===== config.mk =====
export PLATFORM = sky130hd
export DESIGN_NAME = pwm_capture
export DESIGN_NICKNAME = d
export VERILOG_FILES = /design/src/rtl/pwm_capture_pkg.sv /design/src/rtl/pwm_tick_div.sv /design/src/rtl/pwm_capture.sv
export SDC_FILE = /design/constraint.sdc
export NUM_CORES = 1
export LEC_CHECK = 0
export BUFFER_PORTS_ARGS = -buffer_cell sky130_fd_sc_hd__buf_2
export CORE_ASPECT_RATIO = 0.8
export CORE_UTILIZATION = 35
export DETAILED_ROUTE_END_ITERATION = 7
export HOLD_SLACK_MARGIN = 0.05
export PLACE_DENSITY = 0.48
export SYNTH_ARGS = -nofsm -noshare
export SYNTH_HDL_FRONTEND = slang
export SYNTH_SLANG_ARGS = --single-unit

===== constraint.sdc =====
create_clock -name clk -period 6.26 [get_ports clk]
set_input_delay 0.626 -clock clk [delete_from_list [all_inputs] [get_ports clk]]
set_output_delay 0.626 -clock clk [all_outputs]
set_load 0.02 [all_outputs]

===== src/rtl/pwm_capture_pkg.sv =====
// pwm_capture_pkg
//   Definitions shared between the PWM capture block and the servo PWM
//   generator: FSM state encoding, default tick rate, duty code width and
//   nominal period length, plus the duty-code helper.
package pwm_capture_pkg;

   typedef enum logic [1:0] {
      ST_IDLE = 2'd0,
      ST_HIGH = 2'd1,
      ST_LOW  = 2'd2
   } state_t;

   localparam int unsigned DEF_TICK_HZ  = 100;
   localparam int unsigned DUTY_W       = 4;
   localparam int unsigned PERIOD_TICKS = 100;
   localparam int unsigned DUTY_MAX     = (2 ** DUTY_W) - 1;

   // Clamp a tick count to the generator's duty code range.
   function automatic logic [DUTY_W-1:0] duty_code(input logic [31:0] ticks);
      if (ticks > DUTY_MAX)
         return '1;
      else
         return ticks[DUTY_W-1:0];
   endfunction

endpackage


===== src/rtl/pwm_tick_div.sv =====
// pwm_tick_div
//   Free-running prescaler 0..DIV-1 with synchronous clear.
//   Ports:
//     clk    in        system clock
//     rst_n  in        asynchronous active-low reset
//     clr    in        synchronous clear of the prescaler
//     presc  out [PW]  current prescaler count
//     tick   out       high while presc is at DIV-1 (wraps on next edge)
module pwm_tick_div #(
   parameter int unsigned DIV = 10,
   parameter int unsigned PW  = 4
) (
   input  logic          clk,
   input  logic          rst_n,
   input  logic          clr,
   output logic [PW-1:0] presc,
   output logic          tick
);

   localparam logic [PW-1:0] LAST = PW'(DIV - 1);

   assign tick = (presc == LAST);

   always_ff @(posedge clk or negedge rst_n) begin
      if (!rst_n)
         presc <= '0;
      else if (clr || tick)
         presc <= '0;
      else
         presc <= presc + PW'(1);
   end

endmodule


===== src/rtl/pwm_capture.sv =====
// pwm_capture
//   Measures an incoming PWM waveform: high time and rise-to-rise period in
//   ticks (rounded), plus a 4-bit duty code compatible with the generator.
//   Ports:
//     clk           in        system clock
//     rst_n         in        asynchronous active-low reset
//     pwm_in        in        asynchronous PWM pin
//     high_ticks    out [CW]  last measured high time
//     period_ticks  out [CW]  last measured period
//     duty          out [4]   min(high_ticks, 15)
//     valid         out       one-clock pulse when a measurement is latched
//     timeout       out       no edge within MAX_TICKS; cleared by next valid
//     level         out       synchronized pwm_in
module pwm_capture
   import pwm_capture_pkg::*;
#(
   parameter int unsigned CLK_HZ    = 50_000_000,
   parameter int unsigned TICK_HZ   = DEF_TICK_HZ,
   parameter int unsigned CW        = 7,
   parameter int unsigned MAX_TICKS = 127
) (
   input  logic              clk,
   input  logic              rst_n,
   input  logic              pwm_in,
   output logic [CW-1:0]     high_ticks,
   output logic [CW-1:0]     period_ticks,
   output logic [DUTY_W-1:0] duty,
   output logic              valid,
   output logic              timeout,
   output logic              level
);

   localparam int unsigned DIV   = CLK_HZ / TICK_HZ;
   localparam int unsigned PW    = (DIV > 1) ? $clog2(DIV) : 1;
   localparam int unsigned HALF  = DIV / 2;
   localparam logic [CW-1:0] MAX_C = CW'(MAX_TICKS);

   // ---------------- synchronizer and edge detect ----------------
   logic       meta, sync, prev;
   logic [2:0] fill;
   logic       primed, rise, fall;

   always_ff @(posedge clk or negedge rst_n) begin
      if (!rst_n) begin
         meta <= 1'b0;
         sync <= 1'b0;
         prev <= 1'b0;
         fill <= '0;
      end else begin
         meta <= pwm_in;
         sync <= meta;
         prev <= sync;
         fill <= {fill[1:0], 1'b1};
      end
   end

   // Edges are only trusted once prev holds a real pin sample (three clocks
   // after reset); otherwise a pin already high at reset exit would look
   // like a rise against the cleared flops.
   assign primed = fill[2];
   assign rise   = primed &  sync & ~prev;
   assign fall   = primed & ~sync &  prev;
   assign level  = sync;

   // ---------------- prescaler and tick counter ----------------
   logic          clr;
   logic [PW-1:0] presc;
   logic          tick;
   logic [CW-1:0] tick_cnt;

   pwm_tick_div #(
      .DIV (DIV),
      .PW  (PW)
   ) u_div (
      .clk   (clk),
      .rst_n (rst_n),
      .clr   (clr),
      .presc (presc),
      .tick  (tick)
   );

   always_ff @(posedge clk or negedge rst_n) begin
      if (!rst_n)
         tick_cnt <= '0;
      else if (clr)
         tick_cnt <= '0;
      else if (tick && (tick_cnt != MAX_C))
         tick_cnt <= tick_cnt + CW'(1);
   end

   // Rounded elapsed ticks. The clock on which the edge is acted upon is
   // counted, so presc+1 is the number of clocks in the partial tick; when
   // that equals DIV it naturally rounds up to a whole extra tick.
   logic [PW:0]   presc_inc;
   logic          step;
   logic [CW-1:0] r;

   always_comb begin
      presc_inc = {1'b0, presc} + (PW+1)'(1);
      step      = (presc_inc >= (PW+1)'(HALF));
      if (tick_cnt == MAX_C)
         r = MAX_C;
      else
         r = tick_cnt + CW'(step);
   end

   // ---------------- measurement FSM ----------------
   state_t state, state_d;
   logic   hold_en, latch_en, to_set;
   logic   at_max;

   assign at_max = (tick_cnt == MAX_C);

   always_ff @(posedge clk or negedge rst_n) begin
      if (!rst_n)
         state <= ST_IDLE;
      else
         state <= state_d;
   end

   always_comb begin
      state_d  = state;
      clr      = 1'b0;
      hold_en  = 1'b0;
      latch_en = 1'b0;
      to_set   = 1'b0;
      case (state)
         ST_IDLE: begin
            if (rise) begin
               clr     = 1'b1;
               state_d = ST_HIGH;
            end
         end
         ST_HIGH: begin
            if (fall) begin
               hold_en = 1'b1;
               state_d = ST_LOW;
            end else if (at_max) begin
               to_set  = 1'b1;
               state_d = ST_IDLE;
            end
         end
         ST_LOW: begin
            if (rise) begin
               latch_en = 1'b1;
               clr      = 1'b1;
               state_d  = ST_HIGH;
            end else if (at_max) begin
               to_set  = 1'b1;
               state_d = ST_IDLE;
            end
         end
         default: state_d = ST_IDLE;
      endcase
   end

   // ---------------- result registers ----------------
   logic [CW-1:0] high_hold;

   always_ff @(posedge clk or negedge rst_n) begin
      if (!rst_n) begin
         high_hold    <= '0;
         high_ticks   <= '0;
         period_ticks <= '0;
         duty         <= '0;
         valid        <= 1'b0;
         timeout      <= 1'b0;
      end else begin
         valid <= latch_en;
         if (hold_en)
            high_hold <= r;
         if (latch_en) begin
            high_ticks   <= high_hold;
            period_ticks <= r;
            duty         <= duty_code(32'(high_hold));
            timeout      <= 1'b0;
         end else if (to_set) begin
            timeout <= 1'b1;
         end
      end
   end

endmodule


# Word-level counts from Yosys, hierarchy flattened
# Index checks and enable logic that the tools add are counted.
# word_totals
regBits,61
inputBits,3
word_cells,58
# op_classes
add_sub_neg,4
n_reduce_logical,6
n_eq_ne,6
order_cmp,2
muxes,21
bitwise,6
# ops
cell,count
two-way mux 7 bit,3
"adder 19 x 1 -> 20 bit, second input constant",1
">= comparator 20 x 18 -> 1 bit, second input constant",1
"adder 19 x 1 -> 19 bit, second input constant",1
"equality test 19 bit, second input constant",1
two-way mux 19 bit,1
two-way mux 1 bit,10
two-way mux 2 bit,4
adder 7 x 1 -> 7 bit,1
"adder 7 x 1 -> 7 bit, second input constant",1
"equality test 7 bit, second input constant",1
"> comparator 7 x 4 -> 1 bit, second input constant",1
"inequality test 7 bit, second input constant",1
case mux 2 bit (3 select lines),1
bitwise AND 1 bit,4
two-way mux 4 bit,1
nonzero test 2 bit,2
"equality test 2 x 1 -> 1 bit, second input constant",1
"equality test 2 bit, second input constant",1
logical NOT 2 bit,1
"inequality test 2 bit, second input constant",1
inverter 1 bit,2
case mux 1 bit (2 select lines),1
OR reduction 2 bit,1
other kinds (2),2

# Logic depth before layout (Yosys ltp)
# depth
word_depth,7
mapped_depth,13
depth_no_buf,13

# Hierarchy
# Synthesis repeated with hierarchy kept, for this count alone.
# unflattened
cells_unflattened,286
hier_area_um2,2836.5
# modules_own_cells
module,instances,seq_area_each_um2,area_each_um2,cells_each
pwm_capture,1,1051.0,1856.8,184
pwm_tick_div,1,475.5,979.7,102

# Worst setup path before layout
# No wires, ideal clock.
# synth_timing
kind,register -> register
startpoint,register u_div.presc[0]
endpoint,register period_ticks[6]
path_slack_ns,3.785
n_path_buf,0
stages_incl_launch_ff,13
arrival_time_ns,2.339
cell_sequence,dfrtp_1 ha_1 nand4_2 nor4_2 xnor2_1 a21oi_1 o211ai_1 nand3_1 ha_1 ha_1 nand2_1 mux2i_1 o21ai_0
# synth_via
elab_chain_len,4
# synth_lines
element,line,rtl
from (decl),pwm_tick_div.sv:16,"output logic [PW-1:0] presc,"
from (signal assigned),pwm_tick_div.sv:30,presc <= presc + PW'(1);
adder 19 x 1 -> 20 bit,pwm_capture.sv:99,"presc_inc = {1'b0, presc} + (PW+1)'(1);"
>= comparator 20 x 18 -> 1 bit,pwm_capture.sv:100,step = (presc_inc >= (PW+1)'(HALF));
adder 7 x 1 -> 7 bit,pwm_capture.sv:104,r = tick_cnt + CW'(step);
two-way mux 7 bit,pwm_capture.sv:101,if (tick_cnt == MAX_C)
to (signal assigned),pwm_capture.sv:174,period_ticks <= r;
to (decl),pwm_capture.sv:26,"output logic [CW-1:0] period_ticks,"
# No other way between the ends.
# A chain may end at the register's enable or synchronous reset.

# Worst setup path after layout
# layout_timing
startpoint,register u_div.presc[0]
endpoint,register high_hold[4]
# layout_via
elab_chain_len,4
# layout_lines
element,line,rtl
adder 19 x 1 -> 20 bit,pwm_capture.sv:99,
>= comparator 20 x 18 -> 1 bit,pwm_capture.sv:100,
adder 7 x 1 -> 7 bit,pwm_capture.sv:104,
two-way mux 7 bit,pwm_capture.sv:101,
to (signal assigned),pwm_capture.sv:171,high_hold <= r;
to (decl),pwm_capture.sv:158,logic [CW-1:0] high_hold;
# No other way between the ends.

==> results.json <==
{
  "cts_tree": "built",
  "cts-root-buf": "clkbuf_8",
  "worstReg2RegEnd": "high_hold[4]$_DFFE_PN0P_",
  "dieArea_um2": 8920,
  "initial_utilization_pct": 37.0,
  "fin_crit_ns": 2.89,
  "boundaryPins": 24,
  "grtUsageTotal_pct": 14.9,
  "cp.required_ns": 6.46,
  "ys_async_sr_fraction_pct": 100,
  "place_area_um2": 3200,
  "clock_sinks": 61,
  "cts_htree_levels": 3,
  "grt_max_degree": 62,
  "ys_seq_elements": 61,
  "die_x_um": 105,
  "rr_startpoint": "u_div.presc[0]$_DFF_PN0_",
  "dieHeight_um": 84.7,
  "io_buffers": 23,
  "end_kind": "register",
  "yosys_warnings": 0,
  "firstDrtPassIters": 5,
  "final_max_slew_viol_count": 0,
  "wl_per_cell_um": 13.5,
  "synth_area_leaders": "dfrtp_1 (51%), nand2_1 (7.9%), nor2_1 (5.1%), o21ai_0 (4.0%), xnor2_1 (3.8%)",
  "rsz0062_at_grt": "false",
  "yosysTopAreaCellShare_pct": 51.0,
  "routabilityCongestion": 0.800,
  "yosys_most_used_dff": "dfrtp_1",
  "peakVddDrop_mv": 0.128,
  "synth.most_common_cell": "nand2_1",
  "cts_buffers": 9,
  "vias": 2187,
  "crit_type": "reg2reg",
  "tns_ns": 0,
  "cts_buffer_depth": 2,
  "synth_cells": 311,
  "maxCapViolCount": 0,
  "layout-drive-gt1-share_pct": 15.0,
  "hold_violations": 0,
  "synth_nets": 323,
  "clk_latency_ns": 0.34,
  "drtIter0Drc": 142,
  "layout.cells.non_filler": 449,
  "cts_resized": 0,
  "insertedDiodeCount": 0,
  "period_share_pct": 46.2,
  "setup_violations": 0,
  "cp.arrival_ns": 3.09,
  "p_int_mw": 0.616,
  "placed_cells": 433,
  "cts_setup_buffers": 0,
  "hp-class": "reg2reg",
  "crit_start": "u_div.presc[0]$_DFF_PN0_",
  "combPwrFrac_pct": 12.7,
  "utilization_pct": 41.7,
  "max_freq_mhz": 346,
  "synth_seq_area_share_pct": 51.0,
  "max_slew_margin_pct": 45.9,
  "status": "finished, final reports clean",
  "num_rows": 29,
  "fillers": 827,
  "grt_remaining_overflow": 0,
  "leakagePower_nw": 1.64,
  "r2r_cells": 13,
  "skew_ns": 0.00859,
  "grt_pass1_vias": 2079,
  "power.share.clock_pct": 35.5,
  "dpl.hpwl_um": 4100,
  "synth_cell_types": 44,
  "power_density_nw_per_um2": 262,
  "yosysTopAreaCell": "dfrtp_1",
  "viasPerCell": 4.87,
  "grt_pass1_wl_um": 10400,
  "wl_um": 6060,
  "syn_avg_cell_area_um2": 9.62,
  "holdBufCountCts": 0,
  "final_nets": 348,
  "cts.reportedPaths.clkPinSlew_ns": 0.07,
  "drc": 0,
  "yosys-top-cells-count": "nand2_1 (63), dfrtp_1 (61), nor2_1 (41), o21ai_0 (24)",
  "switching_share_pct": 30.4,
  "startpoint_type": "register",
  "tightest_slew_ns": 0.811,
  "r2r_slack_ns": 3.37,
  "pwr-share-seq_pct": 51.8,
  "antenna_found_initial": 0,
  "syn2layout_area_growth_pct": 12.9,
  "path_max_fanout": 9,
  "power_switching_mw": 0.269,
  "ant_nets": 0,
  "core-area_um2": 8090,
  "synth-edff-count": 0,
  "stdcell_area_um2": 3380,
  "syn_area_um2": 2990,
  "crit_path_end": "high_hold[4]$_DFFE_PN0P_"
}
cells by family after synthesis:
kind of cell | Yosys count | share of synthesized area (%)
buf+inv | 16 | 2.34
other cells | 1 | 0.125
compound gates | 40 | 7.95
simple gates | 153 | 25.5
xor+xnor | 26 | 7.62
mux | 5 | 1.67
fa+ha+maj | 9 | 3.77
flops | 61 | 51.0
critical path, cell delays in order (launching register included):
cell	delay, ns
dfrtp_1	0.48
ha_1	0.29
nand4_2	0.27
nor4_2	0.36
xnor2_1	0.11
a21oi_1	0.21
o211ai_1	0.13
nand3_1	0.11
ha_1	0.18
ha_1	0.20
nand2_1	0.08
xnor2_1	0.12
nor2_1	0.12
o21ai_0	0.10
per-layer routing:
layer  track usage, %  up-vias  part of all wire [%]
met2             21.0       47                    40
met5                0        -                     0
met1             21.9     1038                    54
met4             3.84        0                   1.1
met3             4.89        8                   5.1
li1                 -     1094                     -
power by group through the flow:
stage	Sequential, mW	Combinational (mW)	Clock, mW
finish	0.459	0.112	0.314
global route	0.464	0.134	0.341
CTS	0.458	0.115	0.328
detailed placement	0.466	0.114	0
global placement	0.466	0.115	0
floorplan	0.447	0.0989	0
layout by cell type, fill, tap and decap left out, types with 2 or more instances in the layout:
cell type   netlist  routed
and2_1            4       4
xnor2_1          13      13
inv_1             6       6
and3_1            3       3
o211ai_1          3       3
buf_2             5      23
nor3_1            2       2
nand3b_1          2       2
nor4_4            2       2
ha_1              9       9
a32o_1            2       2
nand2b_1          2       2
or3_1             2       2
a21oi_1           4       4
clkinvlp_4        0       2
dfrtp_1          61      61
clkinv_2          0       3
clkbuf_8          0      10
nand2_1          63      63
nand4_2           2       2
xor2_1           13      13
nor2b_1           2       2
nand4_1           6       6
and4_1            2       2
or2_2             2       2
nand4b_1          2       2
nor2_1           41      41
o21ai_0          24      24
nand3_1           9       9
mux2i_1           5       5
flip-flops by register name, summed over array words and instances, names as in the netlist:
signal	flops
u_div.presc	19
high_hold	7
high_ticks	7
period_ticks	7
tick_cnt	7
duty	4
fill	3
state	2
level	1
meta	1
prev	1
timeout	1
valid	1
final cells by class:
class	instances	area [µm²]	share of cell area (%)
flip-flops and latches	61	1530	45.2
multi-input cells	234	1390	41.3
clock buffers	10	138	4.08
well taps	108	135	4.00
repair buffers	24	123	3.63
clock inverters	6	38.8	1.15
inverters	6	22.5	0.667
per-stage QoR:
stage          total power, mW  setup WS (ns)  hold WS, ns
3_5_place_dp             0.580           3.39        0.335
6_report                 0.885           3.37        0.350
2_1_floorplan            0.546           3.79        0.330
3_3_place_gp             0.581           3.38        0.334
4_1_cts                  0.901           3.37        0.352
5_1_grt                  0.938           3.01        0.356
worst min-delay path by stage:
stage,from,endpoint,cells after the start
after CTS,fill[1]$_DFF_PN0_,fill[2]$_DFF_PN0_,0
after floorplan,rst_n,duty[0]$_DFFE_PN0P_,0
after global routing,fill[0]$_DFF_PN0_,fill[1]$_DFF_PN0_,0
after global placement,meta$_DFF_PN0_,level$_DFF_PN0_,0
after detailed placement,fill[1]$_DFF_PN0_,fill[2]$_DFF_PN0_,0
final,fill[1]$_DFF_PN0_,fill[2]$_DFF_PN0_,0
Note: power is estimated with default switching activity, not from simulation.
